$ cat src/rtl/fetch_sequencer.sv
// Instruction fetch sequencer: steers the PC, fetches over imem req/ack, issues to decode.
// Optional FETCH_MISALIGN_TRAP_EN: misaligned branch targets fault and halt instead of being truncated.
module fetch_sequencer #(
  parameter int unsigned N       = 32,
  parameter int unsigned W       = 32,
  parameter int unsigned TIMEOUT = 16
) (
  input  logic         clk,
  input  logic         rst_n,
  input  logic [N-1:0] pc_i,
  output logic [1:0]   pc_sel_o,
  output logic [N-1:0] jump_dir_o,
  output logic         imem_req_o,
  output logic [N-1:0] imem_addr_o,
  input  logic         imem_ack_i,
  input  logic [W-1:0] imem_data_i,
  output logic [W-1:0] instr_o,
  output logic [N-1:0] instr_pc_o,
  output logic         instr_valid_o,
  input  logic         instr_ready_i,
  input  logic         branch_i,
  input  logic [N-1:0] branch_target_i,
  output logic         fault_o
);

  localparam logic [7:0] TMO = 8'(TIMEOUT);
  localparam logic [N-1:0] ALIGN_MASK = ~N'(3);

  typedef enum logic [2:0] {RST, FETCH, ISSUE, DRAIN, HALT} state_t;

  state_t       state_q, state_d;
  logic [W-1:0] instr_q, instr_d;
  logic [N-1:0] instr_pc_q, instr_pc_d;
  logic [N-1:0] drain_addr_q, drain_addr_d;
  logic         fault_q, fault_d;
  logic [7:0]   cnt_q, cnt_d;
  logic [7:0]   cnt_inc;
  logic         br_active;
  logic         misalign;

  assign cnt_inc   = (cnt_q == 8'hFF) ? cnt_q : cnt_q + 8'd1;
  assign br_active = branch_i && (state_q == FETCH || state_q == ISSUE || state_q == DRAIN);

`ifdef FETCH_MISALIGN_TRAP_EN
  assign misalign = br_active && (branch_target_i[1:0] != 2'b00);
`else
  assign misalign = 1'b0;
`endif

  always_ff @(posedge clk or negedge rst_n) begin
    if (!rst_n) begin
      state_q      <= RST;
      instr_q      <= '0;
      instr_pc_q   <= '0;
      drain_addr_q <= '0;
      fault_q      <= 1'b0;
      cnt_q        <= '0;
    end else begin
      state_q      <= state_d;
      instr_q      <= instr_d;
      instr_pc_q   <= instr_pc_d;
      drain_addr_q <= drain_addr_d;
      fault_q      <= fault_d;
      cnt_q        <= cnt_d;
    end
  end

  always_comb begin
    state_d      = state_q;
    instr_d      = instr_q;
    instr_pc_d   = instr_pc_q;
    drain_addr_d = drain_addr_q;
    fault_d      = fault_q;
    cnt_d        = cnt_q;
    pc_sel_o     = 2'b01;
    jump_dir_o   = '0;
    imem_req_o   = 1'b0;
    imem_addr_o  = '0;

    unique case (state_q)
      RST: begin
        pc_sel_o = 2'b00;
        cnt_d    = '0;
        state_d  = FETCH;
      end
      FETCH: begin
        imem_req_o  = 1'b1;
        imem_addr_o = pc_i;
        if (misalign) begin
          fault_d = 1'b1;
          state_d = HALT;
        end else if (branch_i) begin
          cnt_d = '0;
          if (!imem_ack_i) begin
            drain_addr_d = pc_i;
            state_d      = DRAIN;
          end
        end else if (imem_ack_i) begin
          pc_sel_o   = 2'b10;
          instr_d    = imem_data_i;
          instr_pc_d = pc_i;
          state_d    = ISSUE;
        end else begin
          cnt_d = cnt_inc;
          if (cnt_inc >= TMO) begin
            fault_d = 1'b1;
            state_d = HALT;
          end
        end
      end
      ISSUE: begin
        if (misalign) begin
          fault_d = 1'b1;
          state_d = HALT;
        end else if (branch_i || instr_ready_i) begin
          cnt_d   = '0;
          state_d = FETCH;
        end
      end
      DRAIN: begin
        imem_req_o  = 1'b1;
        imem_addr_o = drain_addr_q;
        // A branch here only redirects the PC; the counter keeps running and
        // an expiry it crosses is acted on by the next non-branch cycle.
        if (misalign) begin
          fault_d = 1'b1;
          state_d = HALT;
        end else if (branch_i) begin
          cnt_d = cnt_inc;
        end else if (imem_ack_i) begin
          cnt_d   = '0;
          state_d = FETCH;
        end else begin
          cnt_d = cnt_inc;
          if (cnt_inc >= TMO) begin
            fault_d = 1'b1;
            state_d = HALT;
          end
        end
      end
      HALT: begin
      end
      default: state_d = RST;
    endcase

    if (br_active && !misalign) begin
      pc_sel_o   = 2'b11;
      jump_dir_o = branch_target_i & ALIGN_MASK;
    end
  end

  assign instr_o       = instr_q;
  assign instr_pc_o    = instr_pc_q;
  assign instr_valid_o = (state_q == ISSUE);
  assign fault_o       = fault_q;

endmodule

$ cat config.mk
export PLATFORM = sky130hd
export DESIGN_NAME = fetch_sequencer
export DESIGN_NICKNAME = d
export VERILOG_FILES = /design/src/rtl/fetch_sequencer.sv
export SDC_FILE = /design/constraint.sdc
export NUM_CORES = 1
export LEC_CHECK = 0
export ABC_AREA = 1
export CAP_MARGIN = 10
export CORE_ASPECT_RATIO = 1.75
export CORE_MARGIN = 3
export CORE_UTILIZATION = 45
export CTS_CLUSTER_DIAMETER = 150
export DETAILED_ROUTE_END_ITERATION = 8
export GPL_ROUTABILITY_DRIVEN = 0
export PLACE_DENSITY_LB_ADDON = 0.05
export SYNTH_ARGS = -nofsm -noshare
export SYNTH_HDL_FRONTEND = slang
export SYNTH_SLANG_ARGS = --single-unit
$ cat constraint.sdc
create_clock -name clk -period 3.9 [get_ports clk]
set_input_delay 0.585 -clock clk [delete_from_list [all_inputs] [get_ports clk]]
set_output_delay 0.585 -clock clk [all_outputs]
set_load 0.05 [all_outputs]
**Word level (Yosys, flattened, before mapping)**

Cells that the tools add are included.

- Register bits after elaboration: 108
- Output and inout bits: 133
- Logic and storage cells: 54

- Add/subtract/negate cells: 1
- Order comparisons: 1
- Eq/ne operators: 9
- Mux-type cells: 22
- Bitwise gates (word level): 3
- Reduce and logical (&&, ||, !) cells: 12

Operators by type and width:

| kind | count |
|---|---|
| one-hot mux 32 bit (2 select lines) | 1 |
| two-way mux 8 bit | 6 |
| two-way mux 32 bit | 1 |
| one-hot mux 8 bit (4 select lines) | 1 |
| two-way mux 3 bit | 7 |
| one-hot mux 3 bit (5 select lines) | 1 |
| AND reduction 3 bit | 3 |
| adder 8 x 1 -> 8 bit, second input constant | 1 |
| == test 8 bit, second input constant | 1 |
| >= comparator 8 x 5 -> 1 bit, second input constant | 1 |
| AND reduction 4 bit | 2 |
| == test 3 x 2 -> 1 bit, second input constant | 2 |
| two-way mux 2 bit | 3 |
| inequality test 3 bit, second input constant | 2 |
| one-hot mux 2 bit (2 select lines) | 1 |
| nonzero test 4 bit | 1 |
| == test 3 x 1 -> 1 bit, second input constant | 1 |
| == test 3 bit, second input constant | 1 |
| zero test 3 bit | 1 |
| logical OR 1 bit | 3 |
| inverter 1 bit | 3 |
| inequality test 2 x 1 -> 1 bit, second input constant | 1 |
| inequality test 2 bit, second input constant | 1 |
| OR reduction 2 bit | 1 |
| 2 further kinds | 2 |

**Longest topological paths before layout**

Gate-level depths: netlist (run 1).

- Depth in word-level cells: 7
- Mapped depth: 13
- Mapped depth without buffers: 13

**Least setup slack after synthesis (run 1)**

No wires, ideal clock.

- Kind: register to output
- Start: reg state_q[2]
- End: out imem_addr_o[0]
- Data arrival time: 2.268 ns
- Setup slack: 1.047 ns
- Stages on the path, launching flop included: 5
- Buffers on the path: 1
- Cell sequence: dfrtp_1 -> nor2_4 -> nand2_4 -> clkbuf_1 -> o21ai_0

- Longest elaborated chain between the ends: 2
- Elaborated cells on any way between the ends: 3
- Those cells by class: 2 x eq/ne; 1 x mux

Ends and longest elaborated chain:

| element | line | source |
|---|---|---|
| start, declared | 31 | `state_t state_q, state_d;` |
| start signal, assigned | 59 | `state_q <= state_d;` |
| == test 3 x 2 -> 1 bit or == test 3 x 1 -> 1 bit (tied branches) | 80 | `unique case (state_q)` |
| one-hot mux 32 bit (2 select lines) * | 80 |  |
| end, declared | 14 | `output logic [N-1:0] imem_addr_o,` |

Mark *: on every way between the ends. The rest lies on a longest branch, timed or not.

**Worst setup path in the final report (run 1)**

- Start: in branch_i
- End: out pc_sel_o[0]

- Longest elaborated chain between the ends: 3
- Elaborated cells on any way between the ends: 4
- Those cells by class: 3 x mux; 1 x reduce/logical

Ends and longest elaborated chain:

| element | line | source |
|---|---|---|
| start, declared | 21 | `input logic branch_i,` |
| two-way mux 2 bit | 92 | `end else if (branch_i) begin` |
| one-hot mux 2 bit (2 select lines) | 80 |  |
| two-way mux 2 bit * | 146 | `if (br_active && !misalign) begin` |
| end, declared | 11 | `output logic [1:0] pc_sel_o,` |

Marks and branches as above.

==> reports/results.txt, run 1 <==
Critical path launch point type -> input pin
Max-slew violations -> 0
Commonest cells post-synth -> nand2_1 (219), dfrtp_1 (108), o21ai_0 (100), inv_1 (79), nor2_1 (45)
Num CTS Buffers -> 9
Endpoints failing hold -> 0
Final Setup Violations -> 0
Final Cycle Share -> 80.5%
Slowest CP cell -> clkdlybuf4s50_1
Number of remaining DRC errors -> 0
Unrepaired setup endpoints after global routing -> false
Final clock skew -> 0.00676 ns
Min Tclk post-route -> 3.14 ns
Maximum vdd ir drop -> 239 uV
CTS sink cnt -> 108
CTS HTree Levels -> 3
Io pins -> 234
Hpwl dp -> 11,000 um
Top-count cell post-synth -> nand2_1
Port Buf Inserts -> 229
Setup CP Type -> in -> out
Die X -> 85.7 um
Yosys Warn Count -> 0
CP dominant cell by count -> clkdlybuf4s50_1
Congestion Overflow GR -> 0
First-pass GRT wire length -> 23,900 um
Post-synth EDFFs -> 0
DRT Wirelength -> 14,700 um
GRT Total Usage -> 23.9%
Main synth FF type -> dfrtp_1
Setup_tns -> 0 ns
Status -> finished, final reports clean
CP max FO -> 8
CP required -> 3.31 ns
FF+latch count, synth -> 108
Leading area contributor after synthesis -> dfrtp_1
Number of global-route vias before repair -> 4,843
F_max -> 319 MHz
Hold buffers post-CTS -> 0
Sequential element share of the synthesized area -> 54.0%
Nets -> 951
Vias -> 4,818
Crit path largest cell delay -> 0.84 ns
TritonRoute pass-1 iters -> 5
Starting Density -> 46.5%
Die footprint -> 0.0125 mm^2
# fillers -> 881
Syn_area_per_cell -> 7.92 um^2
DR iter-0 viols -> 237
P&R area growth vs syn -> 51.5%
Tot Pwr -> 2.35 mW
Async S/R FF share, synth -> 100%
R2R depth -> 5
Min-delay worst type -> in -> async
Share of cells above drive strength 1 -> 8.55%
Post-DRT Antenna Nets -> 0
Crit path cell chain -> clkdlybuf4s50_1, nor2_1, inv_1, nor2_8, a21oi_1, clkdlybuf4s50_1
Post-Syn Area -> 0.00500 mm^2
Syn Inst Count -> 632
CTS resizes -> 0
Later-pin clock latency in the skew report -> 0.35 ns
WL/cell -> 15.0 um
Yosys top cell area share -> 54.0%
CORE AREA -> 0.0108 mm^2
Die height -> 145 um
Number of vias per cell -> 4.90
Lkg Pwr -> 3.79 nW
Power Density -> 310 mW/mm^2
Post-CTS Setup Bufs -> 0
Max Cap Viol -> 0
TritonCTS clock tree -> done
CP endpoint kind -> output pin
Cell Rows -> 50
Largest net degree at the start of global routing -> 74
Rel. slew slack -> 28.8%
Diode count -> 0
Synth unique cells -> 32
Synth top area cells -> dfrtp_1 (54%), nand2_1 (16%), o21ai_0 (10%)
WP data arrival -> 2.55 ns
CTS Root Cell -> clkbuf_16
Worst Tran Pin Value -> 1.07 ns
Max Root-Sink Buffers -> 2
Antenna violations before repair -> 0
CTS clk-pin slew, worst paths -> 0.08 ns
## placed cells by master (no fill, tap or decap), types with 3 or more instances in the layout
| master | count |
|---|---|
| o21bai_1 | 3 |
| inv_1 | 79 |
| inv_2 | 4 |
| dfrtp_1 | 108 |
| clkdlybuf4s50_1 | 197 |
| clkbuf_16 | 9 |
| a21oi_1 | 7 |
| nand3_1 | 10 |
| nand2_2 | 4 |
| inv_6 | 3 |
| buf_4 | 38 |
| o21ai_0 | 100 |
| nand2_1 | 219 |
| nor2_1 | 45 |
## state kept, by name (all words and copies together), names as in the netlist
signal / count
fault_o: 1
cnt_q: 8
drain_addr_q: 32
instr_o: 32
instr_pc_o: 32
state_q: 3
## layer usage
layer | track usage [%] | routed length (um) | vias up
met5 | 0 | 0 | -
met4 | 10.5 | 481 | 0
met3 | 5.84 | 1140 | 31
met2 | 42.0 | 7480 | 211
met1 | 26.8 | 5620 | 2207
li1 | - | - | 2369
## through the flow
step	utilization (%)	cells	hold WS, ns	instance area [um^2]	setup slack (ns)
2_1_floorplan	-	633	0.289	5010	1.05
3_3_place_gp	67.8	968	0.453	7290	0.777
3_5_place_dp	67.8	968	0.458	7290	0.773
4_1_cts	70.4	984	0.402	7580	0.749
5_1_grt	70.4	984	0.424	7580	0.653
6_report	70.4	984	0.368	7580	0.761
## worst max-delay path, delay by kind of cell
kind            cells  cell delay (ns)
simple gates        2             0.15
compound gates      1             0.18
buf+inv             3             1.65
## layout make-up
| type | instances | area (um^2) | area share [%] |
|---|---|---|---|
| Sequential cell | 108 | 2700 | 35.7 |
| Tap cell | 130 | 163 | 2.15 |
| Clock inverter | 7 | 60.1 | 0.793 |
| Timing Repair Buffer | 236 | 2280 | 30.1 |
| Inverter | 83 | 312 | 4.11 |
| Clock buffer | 9 | 225 | 2.97 |
| Multi-Input combinational cell | 411 | 1840 | 24.2 |
## logic make-up (layout without fill, tap and decap cells)
| group | after synthesis | after routing | share of synthesized area (%) |
|---|---|---|---|
| simple gates | 291 | 291 | 24.2 |
| compound gates | 116 | 116 | 12.0 |
| buf+inv | 114 | 335 | 9.33 |
| flops | 108 | 108 | 54.0 |
| fa+ha+maj | 1 | 1 | 0.250 |
| other cells | 1 | 2 | 0.0750 |
| xor+xnor | 1 | 1 | 0.175 |
## power breakdown
part           total (mW)  internal [mW]  switching (mW)
registers            1.16           1.14          0.0141
logic               0.317          0.142           0.175
clock network       0.876          0.444           0.433
total                2.35           1.73           0.622
## path summary, 6_finish.rpt
| kind | startpoint | endpoint | slack, ns |
|---|---|---|---|
| worst max-delay path | branch_i | pc_sel_o[0] | 0.76 |
| worst min-delay path | rst_n | instr_pc_o[8]$_DFFE_PN0P_ | 0.37 |
| max in group asynchronous | rst_n | instr_o[28]$_DFFE_PN0P_ | 2.69 |
| worst min register to register | instr_o[18]$_DFFE_PN0P_ | instr_o[18]$_DFFE_PN0P_ | 0.47 |
| worst max register to register | state_q[2]$_DFFE_PN0P_ | drain_addr_q[13]$_DFFE_PN0P_ | 1.36 |
| min in group clk | instr_o[18]$_DFFE_PN0P_ | instr_o[18]$_DFFE_PN0P_ | 0.47 |
(Power assumes the default switching activity.)
==> inputs of run 2 (changes only) <==
- CORE_UTILIZATION: 45 -> 42
- clock period: 3.9 -> 3.1 ns (I/O delays scaled with it)
==> run 2 against run 1 <==
Clock power grew 26%. Global-route usage shrank 1.3 points. Clock skew is essentially flat. Critical path type is now reg -> out. Combinational power grew 26%. Routed wire length grew 1.5%. Sequential power grew 26%. Critical endpoint is now instr_valid_o. Count of clock-buffer cells in the layout grew 2. Largest cell class is now buffers. Sequential share of layout area shrank 2.4 points. Critical path depth shrank 2. First-iteration DRC count shrank 31%.
==> reports/results.txt, run 2 (same netlist as run 1, synthesis figures left out) <==
Setup_tns -> 0 ns
Max Root-Sink Buffers -> 2
WP data arrival -> 1.97 ns
TritonCTS clock tree -> done
CORE AREA -> 0.0116 mm^2
Min-delay worst type -> in -> async
CP endpoint kind -> output pin
CTS Root Cell -> clkbuf_16
Min Tclk post-route -> 2.44 ns
Diode count -> 0
Post-CTS Setup Bufs -> 0
Final Cycle Share -> 78.6%
Later-pin clock latency in the skew report -> 0.34 ns
Io pins -> 234
CTS resizes -> 0
WHS -> 0.184 ns
Tot Pwr -> 2.95 mW
Cell Rows -> 52
Vias -> 4,816
Antenna violations before repair -> 0
FF-to-FF End -> drain_addr_q[0]$_DFFE_PN0P_
Final clock skew -> 0.00674 ns
Setup crit end -> instr_valid_o
Starting Density -> 43.2%
DR iter-0 viols -> 163
Post-DRT Antenna Nets -> 0
Worst setup path startpoint -> state_q[2]$_DFFE_PN0P_
Hpwl dp -> 11,300 um
Die footprint -> 0.0133 mm^2
F_max -> 411 MHz
CTS sink cnt -> 108
Unrepaired setup endpoints after global routing -> false
Number of global-route vias before repair -> 4,747
Share of cells above drive strength 1 -> 12.3%
Number of vias per cell -> 4.87
Port Buf Inserts -> 229
Final Setup Violations -> 0
Worst Tran Pin Value -> 0.740 ns
Power Density -> 364 mW/mm^2
Commonest non-fill, non-tap cell in the layout -> nand2_1
Congestion Overflow GR -> 0
Worst R2R Start -> state_q[2]$_DFFE_PN0P_
Maximum vdd ir drop -> 307 uV
Placed cell count -> 973
CTS HTree Levels -> 3
Lkg Pwr -> 3.98 nW
Endpoints failing hold -> 0
Commonest cells after routing, fill and taps aside -> nand2_1 (219), clkdlybuf4s50_1 (164), dfrtp_1 (108)
CTS clk-pin slew, worst paths -> 0.08 ns
TritonRoute pass-1 iters -> 5
P&R area growth vs syn -> 62.2%
Hold buffers post-CTS -> 0
CP required -> 2.63 ns
Die X -> 88.5 um
Nets -> 951
CP max FO -> 5
Critical path launch point type -> flop
GRT Total Usage -> 22.5%
Layout Utilization -> 70.1%
Max-slew violations -> 0
Setup CP Type -> reg -> out
Largest net degree at the start of global routing -> 97
Final std cells w/o fill -> 989
Reg-to-reg slack, setup -> 1.13 ns
WL/cell -> 15.1 um
Max Cap Viol -> 0
Number of remaining DRC errors -> 0
Status -> finished, final reports clean
First-pass GRT wire length -> 23,400 um
R2R depth -> 6
DRT Wirelength -> 15,000 um
Die height -> 150 um
Rel. slew slack -> 50.6%
Num CTS Buffers -> 9
-- run 2: cell types whose count changed in the layout (fill, tap and decap cells not counted) --
cell | before | now
buf_12 | 1 | 50
buf_4 | 38 | 22
clkdlybuf4s50_1 | 197 | 164
clkinv_4 | 0 | 3
inv_6 | 3 | 0
clkbuf_8 | 0 | 1
clkinv_2 | 2 | 0
clkbuf_1 | 0 | 1
inv_8 | 0 | 1
clkinv_8 | 1 | 0
-- run 2: area by class of cell --
cell class	count	area, um^2
well taps	135	169
flip-flops and latches	108	2700
inverters	83	312
fillers	924	3470
repair buffers	236	2810
clock inverters	5	45.0
clock buffers	11	243
multi-input cells	411	1840
-- run 2: critical path, cell delays in order (launching register included) --
cell             delay, ns
dfrtp_1               0.48
inv_2                 0.15
nand2_2               0.07
nor2_2                0.12
clkdlybuf4s50_1       0.82
-- run 2: metrics by stage --
step,worst slack (ns),instance area [um^2]
global placement,0.782,7830
floorplan,0.367,5010
finish,0.664,8120
global route,0.574,8120
CTS,0.623,8120
detailed placement,0.764,7830
-- run 2: layer usage --
metal	vias to the layer above	track usage [%]	routed length, um
met1	2239	23.9	5360
met2	183	41.2	7980
met4	0	7.19	322
met5	-	0	0
met3	19	7.34	1290
li1	2375	-	-
-- run 2: report_power, final --
part	total, mW	leakage [nW]	internal, mW	switching, mW
Clock	1.10	0.138	0.578	0.518
Sequential	1.46	1.43	1.44	0.0174
Combinational	0.401	2.42	0.179	0.222
Total	2.95	3.98	2.20	0.757
-- run 2: how the worst min path moves through the flow --
| stage | to | startpoint |
|---|---|---|
| floorplan | cnt_q[0]$_DFFE_PN0P_ | rst_n |
| detailed placement | instr_o[13]$_DFFE_PN0P_ | instr_o[13]$_DFFE_PN0P_ |
| global placement | instr_o[27]$_DFFE_PN0P_ | instr_o[27]$_DFFE_PN0P_ |
| global route | instr_pc_o[26]$_DFFE_PN0P_ | rst_n |
| finish | instr_pc_o[26]$_DFFE_PN0P_ | rst_n |
| CTS | instr_pc_o[26]$_DFFE_PN0P_ | rst_n |
